[config.mk]
export PLATFORM = sky130hd
export DESIGN_NAME = udp_tx_sched_flat
export DESIGN_NICKNAME = d
export VERILOG_FILES = /design/src/rtl/udp_pkg.sv /design/src/rtl/udp_tx_sched_if.sv /design/src/rtl/udp_tx_sched_rr_arbiter.sv /design/src/rtl/udp_tx_sched.sv /design/src/flat_wrapper.sv
export SDC_FILE = /design/constraint.sdc
export NUM_CORES = 1
export LEC_CHECK = 0
export ABC_AREA = 1
export CAP_MARGIN = 30
export CORE_MARGIN = 5
export CORE_UTILIZATION = 35
export CTS_CLUSTER_SIZE = 25
export DETAILED_ROUTE_END_ITERATION = 6
export PLACE_DENSITY = 0.73
export SYNTH_ARGS = -nofsm -noshare
export SYNTH_HDL_FRONTEND = slang
export SYNTH_SLANG_ARGS = --single-unit
export TNS_END_PERCENT = 10
[constraint.sdc]
create_clock -name clk -period 3.9 [get_ports clk]
set_clock_uncertainty 0.2 [all_clocks]
set_input_delay 0.78 -clock clk [delete_from_list [all_inputs] [get_ports clk]]
set_output_delay 0.78 -clock clk [all_outputs]
set_load 0.02 [all_outputs]
[src/rtl/udp_pkg.sv]
// Shared definitions for the UDP transmit scheduler: FSM states and frame constants.
package udp_pkg;

    typedef enum logic [1:0] {
        IDLE,
        HEADER,
        PAYLOAD,
        GAP
    } sched_state_t;

    localparam int UDP_HDR_BYTES      = 8;
    localparam int DEFAULT_GAP_CYCLES = 24;

endpackage

[src/rtl/udp_tx_sched_if.sv]
// Bundle of requester, udp_tx header serializer and merged-stream signals around udp_tx_sched.
interface udp_tx_sched_if #(
    parameter int NREQ = 2,
    parameter int N    = 4
);
    logic [NREQ-1:0]    req_valid;
    logic [NREQ*16-1:0] req_src_port;
    logic [NREQ*16-1:0] req_dst_port;
    logic [NREQ*16-1:0] req_length;
    logic [NREQ*16-1:0] req_cksum;
    logic [NREQ-1:0]    grant;

    logic [15:0]        src_port_out;
    logic [15:0]        dst_port_out;
    logic [15:0]        data_length_out;
    logic [15:0]        data_checksum_out;
    logic               hdr_start;
    logic               hdr_valid;
    logic               hdr_last;
    logic [N-1:0]       hdr_data;

    logic [NREQ-1:0]    pl_valid;
    logic [NREQ*N-1:0]  pl_data;
    logic [NREQ-1:0]    pl_ready;

    logic               axiov;
    logic [N-1:0]       axiod;
    logic               axi_last;
    logic               underrun;

    // master is the scheduler; slave is the surrounding sources, serializer and framer
    modport master (
        input  req_valid, req_src_port, req_dst_port, req_length, req_cksum,
        input  hdr_valid, hdr_last, hdr_data, pl_valid, pl_data,
        output grant, src_port_out, dst_port_out, data_length_out, data_checksum_out,
        output hdr_start, pl_ready, axiov, axiod, axi_last, underrun
    );

    modport slave (
        output req_valid, req_src_port, req_dst_port, req_length, req_cksum,
        output hdr_valid, hdr_last, hdr_data, pl_valid, pl_data,
        input  grant, src_port_out, dst_port_out, data_length_out, data_checksum_out,
        input  hdr_start, pl_ready, axiov, axiod, axi_last, underrun
    );

endinterface

[src/rtl/udp_tx_sched_rr_arbiter.sv]
// Combinational round-robin arbiter: first set request at or above ptr, wrapping.
module rr_arbiter #(
    parameter int NREQ = 2,
    parameter int IW   = (NREQ > 1) ? $clog2(NREQ) : 1
) (
    input  logic [NREQ-1:0] req,
    input  logic [IW-1:0]   ptr,
    output logic [NREQ-1:0] grant,
    output logic [IW-1:0]   idx
);

    always_comb begin
        int   j;
        logic found;
        grant = '0;
        idx   = '0;
        found = 1'b0;
        j     = 0;
        for (int k = 0; k < NREQ; k++) begin
            j = int'(ptr) + k;
            if (j >= NREQ) begin
                j = j - NREQ;
            end
            if (!found && req[j]) begin
                found    = 1'b1;
                grant[j] = 1'b1;
                idx      = IW'(j);
            end
        end
    end

endmodule

[src/rtl/udp_tx_sched.sv]
// UDP transmit frame scheduler: round-robin pick, header forwarding, payload splice, gap.
module udp_tx_sched
    import udp_pkg::*;
#(
    parameter int NREQ       = 2,
    parameter int N          = 4,
    parameter int GAP_CYCLES = DEFAULT_GAP_CYCLES
) (
    input logic          clk,
    input logic          rst,
    udp_tx_sched_if.master bus
);

    localparam int IW = (NREQ > 1) ? $clog2(NREQ) : 1;
    localparam int SH = $clog2(N);

    sched_state_t state, state_n;
    logic [IW-1:0]   rr_ptr, rr_ptr_n;
    logic [IW-1:0]   gidx, gidx_n;
    logic [NREQ-1:0] grant_r, grant_n;
    logic [18:0]     nib_cnt, nib_cnt_n;
    logic [15:0]     gap_cnt, gap_cnt_n;
    logic [15:0]     src_r, src_n, dst_r, dst_n, len_r, len_n, ck_r, ck_n;
    logic            axiov_r, axiov_n, last_r, last_n, under_r, under_n;
    logic [N-1:0]    axiod_r, axiod_n;

    logic [NREQ-1:0] arb_grant;
    logic [IW-1:0]   arb_idx;
    logic [18:0]     len_nibs;

    logic [15:0]  src_arr [NREQ];
    logic [15:0]  dst_arr [NREQ];
    logic [15:0]  len_arr [NREQ];
    logic [15:0]  ck_arr  [NREQ];
    logic [N-1:0] pl_arr  [NREQ];

    for (genvar i = 0; i < NREQ; i++) begin : g_split
        assign src_arr[i] = bus.req_src_port[i*16 +: 16];
        assign dst_arr[i] = bus.req_dst_port[i*16 +: 16];
        assign len_arr[i] = bus.req_length[i*16 +: 16];
        assign ck_arr[i]  = bus.req_cksum[i*16 +: 16];
        assign pl_arr[i]  = bus.pl_data[i*N +: N];
    end

    rr_arbiter #(.NREQ(NREQ), .IW(IW)) u_arb (
        .req   (bus.req_valid),
        .ptr   (rr_ptr),
        .grant (arb_grant),
        .idx   (arb_idx)
    );

    // payload length in bytes converted to stream beats (bytes * 8 / N)
    assign len_nibs = {3'b000, len_r} << (3 - SH);

    always_ff @(posedge clk or posedge rst) begin
        if (rst) begin
            state   <= IDLE;
            rr_ptr  <= '0;
            gidx    <= '0;
            grant_r <= '0;
            nib_cnt <= '0;
            gap_cnt <= '0;
            src_r   <= '0;
            dst_r   <= '0;
            len_r   <= '0;
            ck_r    <= '0;
            axiov_r <= 1'b0;
            axiod_r <= '0;
            last_r  <= 1'b0;
            under_r <= 1'b0;
        end else begin
            state   <= state_n;
            rr_ptr  <= rr_ptr_n;
            gidx    <= gidx_n;
            grant_r <= grant_n;
            nib_cnt <= nib_cnt_n;
            gap_cnt <= gap_cnt_n;
            src_r   <= src_n;
            dst_r   <= dst_n;
            len_r   <= len_n;
            ck_r    <= ck_n;
            axiov_r <= axiov_n;
            axiod_r <= axiod_n;
            last_r  <= last_n;
            under_r <= under_n;
        end
    end

    always_comb begin
        state_n   = state;
        rr_ptr_n  = rr_ptr;
        gidx_n    = gidx;
        grant_n   = grant_r;
        nib_cnt_n = nib_cnt;
        gap_cnt_n = gap_cnt;
        src_n     = src_r;
        dst_n     = dst_r;
        len_n     = len_r;
        ck_n      = ck_r;
        axiov_n   = 1'b0;
        axiod_n   = '0;
        last_n    = 1'b0;
        under_n   = 1'b0;

        case (state)
            IDLE: begin
                if (|bus.req_valid) begin
                    gidx_n   = arb_idx;
                    grant_n  = arb_grant;
                    src_n    = src_arr[arb_idx];
                    dst_n    = dst_arr[arb_idx];
                    len_n    = len_arr[arb_idx];
                    ck_n     = ck_arr[arb_idx];
                    rr_ptr_n = (arb_idx == IW'(NREQ - 1)) ? '0 : arb_idx + IW'(1);
                    state_n  = HEADER;
                end
            end
            HEADER: begin
                if (bus.hdr_valid) begin
                    axiov_n = 1'b1;
                    axiod_n = bus.hdr_data;
                    if (bus.hdr_last) begin
                        if (len_r == 16'd0) begin
                            last_n    = 1'b1;
                            grant_n   = '0;
                            gap_cnt_n = '0;
                            state_n   = GAP;
                        end else begin
                            nib_cnt_n = len_nibs;
                            state_n   = PAYLOAD;
                        end
                    end
                end
            end
            PAYLOAD: begin
                // a missing beat mid-payload aborts the frame without axi_last
                if (bus.pl_valid[gidx]) begin
                    axiov_n   = 1'b1;
                    axiod_n   = pl_arr[gidx];
                    nib_cnt_n = nib_cnt - 19'd1;
                    if (nib_cnt == 19'd1) begin
                        last_n    = 1'b1;
                        grant_n   = '0;
                        gap_cnt_n = '0;
                        state_n   = GAP;
                    end
                end else begin
                    under_n   = 1'b1;
                    grant_n   = '0;
                    gap_cnt_n = '0;
                    state_n   = GAP;
                end
            end
            GAP: begin
                if (gap_cnt == 16'(GAP_CYCLES - 1)) begin
                    state_n = IDLE;
                end else begin
                    gap_cnt_n = gap_cnt + 16'd1;
                end
            end
            default: state_n = IDLE;
        endcase
    end

    assign bus.grant             = grant_r;
    assign bus.src_port_out      = src_r;
    assign bus.dst_port_out      = dst_r;
    assign bus.data_length_out   = len_r;
    assign bus.data_checksum_out = ck_r;
    assign bus.hdr_start         = (state == HEADER);
    assign bus.pl_ready          = (state == PAYLOAD) ? grant_r : '0;
    assign bus.axiov             = axiov_r;
    assign bus.axiod             = axiod_r;
    assign bus.axi_last          = last_r;
    assign bus.underrun          = under_r;

endmodule

[src/flat_wrapper.sv]
// flat-port wrapper written by rule: the top's interface ports become plain ports
module udp_tx_sched_flat import udp_pkg::*;
#(
    parameter int NREQ       = 2,
    parameter int N          = 4,
    parameter int GAP_CYCLES = DEFAULT_GAP_CYCLES
)
  (clk, rst, bus_req_valid, bus_req_src_port, bus_req_dst_port, bus_req_length, bus_req_cksum, bus_hdr_valid, bus_hdr_last, bus_hdr_data, bus_pl_valid, bus_pl_data, bus_grant, bus_src_port_out, bus_dst_port_out, bus_data_length_out, bus_data_checksum_out, bus_hdr_start, bus_pl_ready, bus_axiov, bus_axiod, bus_axi_last, bus_underrun);
  udp_tx_sched_if #(.NREQ(NREQ), .N(N)) bus_i ();
  input logic clk;
  input logic rst;
  input wire logic [$bits(bus_i.req_valid)-1:0] bus_req_valid;
  input wire logic [$bits(bus_i.req_src_port)-1:0] bus_req_src_port;
  input wire logic [$bits(bus_i.req_dst_port)-1:0] bus_req_dst_port;
  input wire logic [$bits(bus_i.req_length)-1:0] bus_req_length;
  input wire logic [$bits(bus_i.req_cksum)-1:0] bus_req_cksum;
  input wire logic [$bits(bus_i.hdr_valid)-1:0] bus_hdr_valid;
  input wire logic [$bits(bus_i.hdr_last)-1:0] bus_hdr_last;
  input wire logic [$bits(bus_i.hdr_data)-1:0] bus_hdr_data;
  input wire logic [$bits(bus_i.pl_valid)-1:0] bus_pl_valid;
  input wire logic [$bits(bus_i.pl_data)-1:0] bus_pl_data;
  output wire logic [$bits(bus_i.grant)-1:0] bus_grant;
  output wire logic [$bits(bus_i.src_port_out)-1:0] bus_src_port_out;
  output wire logic [$bits(bus_i.dst_port_out)-1:0] bus_dst_port_out;
  output wire logic [$bits(bus_i.data_length_out)-1:0] bus_data_length_out;
  output wire logic [$bits(bus_i.data_checksum_out)-1:0] bus_data_checksum_out;
  output wire logic [$bits(bus_i.hdr_start)-1:0] bus_hdr_start;
  output wire logic [$bits(bus_i.pl_ready)-1:0] bus_pl_ready;
  output wire logic [$bits(bus_i.axiov)-1:0] bus_axiov;
  output wire logic [$bits(bus_i.axiod)-1:0] bus_axiod;
  output wire logic [$bits(bus_i.axi_last)-1:0] bus_axi_last;
  output wire logic [$bits(bus_i.underrun)-1:0] bus_underrun;
  assign bus_i.req_valid = bus_req_valid;
  assign bus_i.req_src_port = bus_req_src_port;
  assign bus_i.req_dst_port = bus_req_dst_port;
  assign bus_i.req_length = bus_req_length;
  assign bus_i.req_cksum = bus_req_cksum;
  assign bus_i.hdr_valid = bus_hdr_valid;
  assign bus_i.hdr_last = bus_hdr_last;
  assign bus_i.hdr_data = bus_hdr_data;
  assign bus_i.pl_valid = bus_pl_valid;
  assign bus_i.pl_data = bus_pl_data;
  assign bus_grant = bus_i.grant;
  assign bus_src_port_out = bus_i.src_port_out;
  assign bus_dst_port_out = bus_i.dst_port_out;
  assign bus_data_length_out = bus_i.data_length_out;
  assign bus_data_checksum_out = bus_i.data_checksum_out;
  assign bus_hdr_start = bus_i.hdr_start;
  assign bus_pl_ready = bus_i.pl_ready;
  assign bus_axiov = bus_i.axiov;
  assign bus_axiod = bus_i.axiod;
  assign bus_axi_last = bus_i.axi_last;
  assign bus_underrun = bus_i.underrun;
  udp_tx_sched #(.NREQ(NREQ), .N(N), .GAP_CYCLES(GAP_CYCLES)) u_core (.clk(clk), .rst(rst), .bus(bus_i));
endmodule
# --- Word level (Yosys, flattened, before mapping) ---
# Index checks and enable logic that the tools add are counted.
classes:
  n_addsub: 6
  order_cmp: 9
  n_eq_ne: 14
  n_mux: 77
  bitwise: 3
  n_reduce_logical: 15
ops:
  columns: ["operator", "count"]
  rows:
  - ["$mux W16", 18]
  - ["$mux W19", 4]
  - ["$ge A32 B1 Y1 const B", 2]
  - ["$lt A32 B3 Y1 const B", 2]
  - ["$mux W32", 2]
  - ["$pmux W16 S3", 1]
  - ["$pmux W19 S2", 1]
  - ["$mux W2", 15]
  - ["$mux W1", 24]
  - ["$mux W4", 5]
  - ["$eq A19 B1 Y1 const B", 1]
  - ["$sub A19 B1 Y19 const B", 1]
  - ["$add A16 B1 Y16 const B", 1]
  - ["$eq A16 B5 Y1 const B", 1]
  - ["$logic_not A16 Y1", 1]
  - ["$reduce_and A6 Y1", 2]
  - ["$reduce_and A5 Y1", 2]
  - ["$ne A2 B1 Y1 const B", 4]
  - ["$ne A2 B2 Y1 const B", 4]
  - ["$pmux W2 S4", 1]
  - ["$pmux W4 S2", 1]
  - ["$ge A2 B2 Y1 const B", 3]
  - ["$pmux W2 S3", 1]
  - ["$reduce_bool A3 Y1", 2]
  - ["other kinds (19)", 25]
totals:
  reg_bits: 112
  input_bits: 148
  out_inout_bits: 76
  elab_cells: 138

# --- Logic depth before layout (Yosys ltp) ---
logic_depth:
  depth_word: 13
  mapped_depth: 11

# --- Hierarchy ---
# A second synthesis with hierarchy kept.
hier_totals:
  hier_cells: 890
  area_unflattened_um2: 6402.4
modules_own_cells:
  columns: ["mod", "n_inst", "cells_per_inst", "area_per_inst_um2", "seq_area_each_um2"]
  rows:
  - ["udp_tx_sched", 1, 885, 6373.6, 2802.7]
  - ["rr_arbiter", 1, 5, 28.8, 0.0]

# --- Worst setup path before layout ---
# No wires, ideal clock.
synth_timing:
  path_kind: "flip-flop to output port"
  from: "reg u_core.state[0]"
  to: "out bus_pl_ready[0]"
  t_arrival_ns: 1.436
  path_slack_ns: 1.484
  stages_incl_launch_ff: 7
  cell_sequence: "dfrtp_1 -> inv_1 -> ha_1 -> clkbuf_1 -> clkbuf_1 -> nand2_1 -> inv_1"
synth_between:
  elab_chain_len: 2
synth_rtl:
  columns: ["item", "line", "source"]
  rows:
  - ["start, declared", "udp_tx_sched.sv:17", "sched_state_t state, state_n;"]
  - ["start signal, assigned", "udp_tx_sched.sv:72", "state <= state_n;"]
  - ["$eq A2 B2 Y1", "udp_tx_sched.sv:171", "assign bus.pl_ready = (state == PAYLOAD) ? grant_r : '0;"]
  - ["$mux W2", "udp_tx_sched.sv:171", null]
  - ["end, declared", "flat_wrapper.sv:28", "output wire logic [$bits(bus_i.pl_ready)-1:0] bus_pl_ready;"]
# Every way passes these cells.

# --- Final worst setup path ---
layout_timing:
  from: "reg u_core.state[0]"
  to: "out bus_pl_ready[1]"
# Same word-level chain as after synthesis.

==> key figures <==
Outcome
  – Outcome: completed

Timing
  – Endpoints failing setup: 0
  – Setup slack after layout: 785 ps
  – Fin. max-slew vios: 0
  – Tightest Pin Transition: 658 ps
  – Setup total negative slack: 0 ps
  – Unrepaired setup endpoints after global routing: false
  – Final hold violation count: 0
  – Crit path time final: 3110 ps
  – Worst slack on hold paths: 300 ps
  – Final period utilization: 0.799
  – Max_slew headroom: 0.560
  – FMAX: 0.321 GHz

Power and ir drop
  – Leakage power of the design: 4.02 nW
  – Overall power consumption: 6.53 mW
  – Power per cell area: 730 nW/um^2
  – Power dissipated by switching net loads: 2.99 mW
  – Gate power share: 0.546
  – Clock network fraction of total power: 0.145
  – Switching portion of total power: 0.458
  – Sequential power share: 0.309
  – Worst supply voltage drop on vdd: 0.000340 V
  – Internal power of the cells: 3.54 mW

Critical path
  – Crit Path Category: reg -> out
  – Crit path top cell by count: inv_1
  – End of the worst register-to-register path: u_core.bus.data_length_out[4]
  – Depth of the worst register-to-register path: 10
  – Slowest cell on the critical path: clkdlybuf4s50_1
  – Setup slack, reg-to-reg: 1440 ps
  – Worst path required time: 2920 ps
  – CP arrival: 2130 ps
  – Largest stage delay, worst path: 590 ps
  – Critical path capture point type: primary output
  – Worst flop-to-flop path startpoint: u_core.state[0]
  – List of cells traversed by the critical path: inv_1 > ha_1 > buf_4 > nand2_1 > inv_1 > clkdlybuf4s50_1
  – CP Max Fanout: 29
  – Kind of start point of the critical path: flop

Placed design
  – Placed standard-cell area: 8610 um^2
  – Port-buffer cells: 223
  – Detailed-placement wirelength estimate: 14.5 mm
  – Placer's final routability congestion estimate: 0.904
  – Setup slack at placement: 824 ps
  – Cell Count Post-Placement: 1278

Global route
  – Total congestion overflow: 0
  – Overall Global Routing Usage: 0.189
  – Number of global-route vias before repair: 6089
  – Wire length of the first global-routing pass: 30.8 mm
  – Pin count of the biggest net entering global routing: 73
  – Antenna violations before repair: 0

Synth
  – Number of cells produced by synthesis: 851
  – Adder-cell share of the synthesized area: 0.0142
  – Post-synthesis mux area share: 0
  – Library cell with the largest summed area after synthesis: dfrtp_1
  – Post-synth EDFFs: 0
  – Simple-gate share of the synthesized area: 0.400
  – Asr flop ratio synth: 1.00
  – Total number of yosys warnings: 0
  – Most numerous cell in the Yosys netlist: nand2_1
  – Post-synthesis compound-gate area fraction: 0.0514
  – Avg Cell Area, Syn: 7.24 um^2
  – Mapped Nets: 1006
  – Post-synth top area share: 0.455
  – Number of distinct library cells after synthesis: 31
  – Dominant combinational cell family by area after synthesis: simple AND/OR/NAND/NOR gates
  – Post-synthesis xor/xnor area fraction: 0.0142
  – Post-synth top flop: dfrtp_1
  – Most common library cells after synthesis: 372 x nand2_1, 112 x dfrtp_1, 92 x nand3_1, 64 x nor2_1, 63 x inv_1
  – Post-synthesis sequential area ratio: 0.455
  – Mapped Area: 6160 um^2
  – Number of synthesized register bits: 112
  – Dominant cells by area after synthesis: dfrtp_1 45%, nand2_1 23%, nand3_1 7.5%

Route
  – Routed Wire Length: 19.1 mm
  – DRC: 0
  – First-pass iteration count of the detailed router: 5
  – Final antenna-violating net count: 0
  – Routed via count: 6177
  – Routed wire length per instance: 14.7 um
  – Via-per-instance ratio: 4.77
  – Starting DRT DRC Count: 305

Floorplan
  – Vertical die dimension: 143 um
  – Starting Density: 0.356
  – FP Rows: 48
  – Top Ports: 224
  – Die Outline Area: 20400 um^2
  – Die width: 143 um
  – Core Box Area: 17300 um^2

Clock tree
  – TritonCTS sink count: 112
  – Skew-Pair Late Insertion Delay: 360 ps
  – Clock-pin slew on the worst setup and hold paths: 70 ps
  – CTS Buf Count: 9
  – CTS H-Tree Depth: 3
  – Count of hold-fix buffers inserted at cts: 0
  – CTS tree: yes
  – Number of buffers inserted by post-CTS setup repair: 0
  – Post-CTS resize count: 0
  – Buffer depth of the longest clock path: 2
  – Root Driver: clkbuf_16

Finish
  – Layout cells sized above 1: 0.0542
  – Non-filler instance count after layout: 1295
  – FILL cells: 1630
  – Final instance area: 8940 um^2
  – Number of antenna repair diodes: 0
  – Sequential cell area: 2800 um^2
  – Final net count: 1220
  – Multi-input logic area: 2960 um^2
  – Area delta synth->final: 45.1%
  – Final core utilization: 0.517

Job
  – Maximum Capacitance Violations: 0

Hold path
  – Min-Delay Path Depth: 2
  – Hold-critical path endpoint: u_core.rr_ptr
  – Type of the worst min-delay path: reg -> reg
  – Worst hold start: u_core.rr_ptr
==> cell families (layout without fill, tap and decap cells) <==
group	count (synthesis)	count (layout)
buf+inv	95	314
compound gates	53	53
flops	112	112
simple gates	574	574
fa+ha+maj	7	7
xor+xnor	10	10
==> flip-flops by register name, summed over array words and instances (netlist names) <==
register and cells:
u_core.bus.axiov 1, u_core.bus.grant 2, u_core.bus.axi_last 1, u_core.bus.underrun 1
u_core.state 2, u_core.nib_cnt 19, u_core.gap_cnt 16, u_core.bus.src_port_out 16
u_core.bus.axiod 4, u_core.bus.data_length_out 16, u_core.gidx 1, u_core.bus.data_checksum_out 16
u_core.bus.dst_port_out 16, u_core.rr_ptr 1
==> power by group through the flow <==
stage	clock (mW)	sequential (mW)	combinational [mW]
detailed placement	0	2.02	3.60
global placement	0	2.02	3.54
global route	1.02	2.09	3.96
floorplan	0	2.39	1.82
finish	0.947	2.02	3.56
CTS	0.979	2.02	3.61
==> layout make-up <==
class | count | share of cell area
inverter | 67 | 0.0286
clock inverter | 7 | 0.00798
sequential | 112 | 0.314
clock buffer | 9 | 0.0252
tap | 225 | 0.0315
timing repair buffer | 231 | 0.262
multi-input combinational | 644 | 0.332
==> placed cells by master, fill, tap and decap left out <==
master and instances:
a211oi_1 1, a21oi_1 8, buf_12 2, buf_16 1, buf_4 5, clkbuf_16 9
clkdlybuf4s50_1 223, clkinv_1 1, clkinv_2 1, clkinv_8 1, clkinvlp_4 2, dfrtp_1 112
ha_1 7, inv_1 61, inv_2 4, inv_6 1, inv_8 3, nand2_1 372
nand2_2 2, nand2_4 3, nand3_1 92, nand3_2 4, nand3b_1 1, nand4_1 13
nand4_4 1, nor2_1 63, nor2_2 8, nor2_4 4, nor2_8 2, nor3_1 8
nor3b_1 1, o211ai_1 11, o21ai_0 27, o21ai_2 5, o21bai_1 1, xnor2_1 1
xor2_1 9
==> per-layer routing <==
| layer | global-route usage | part of all wire | vias to the layer above |
|---|---|---|---|
| met2 | 0.329 | 0.52 | 163 |
| li1 | - | - | 3123 |
| met4 | 0.0490 | 0.017 | 0 |
| met3 | 0.0697 | 0.080 | 22 |
| met5 | 0 | 0 | - |
| met1 | 0.220 | 0.39 | 2869 |
==> worst max path at each step <==
stage | from | end | slack (ps) | depth (start not counted)
after floorplan | u_core.state[0] | bus_pl_ready[0] | 1480 | 6
after global placement | bus_req_valid[0] | u_core.bus.data_length_out[4] | 910 | 8
after detailed placement | bus_req_valid[0] | u_core.bus.data_length_out[4] | 820 | 8
after CTS | u_core.state[0] | bus_pl_ready[1] | 780 | 6
after global routing | u_core.state[0] | bus_pl_ready[1] | 600 | 6
final | u_core.state[0] | bus_pl_ready[1] | 790 | 6
==> critical path, delay by kind of cell, from the launching register on <==
family | cells | cell delay, ps
AND/OR/NAND/NOR | 1 | 90
flip-flops | 1 | 430
adder cells (fa/ha/maj) | 1 | 180
buffers and inverters | 4 | 1070
Power figures use the tool's default switching activity.
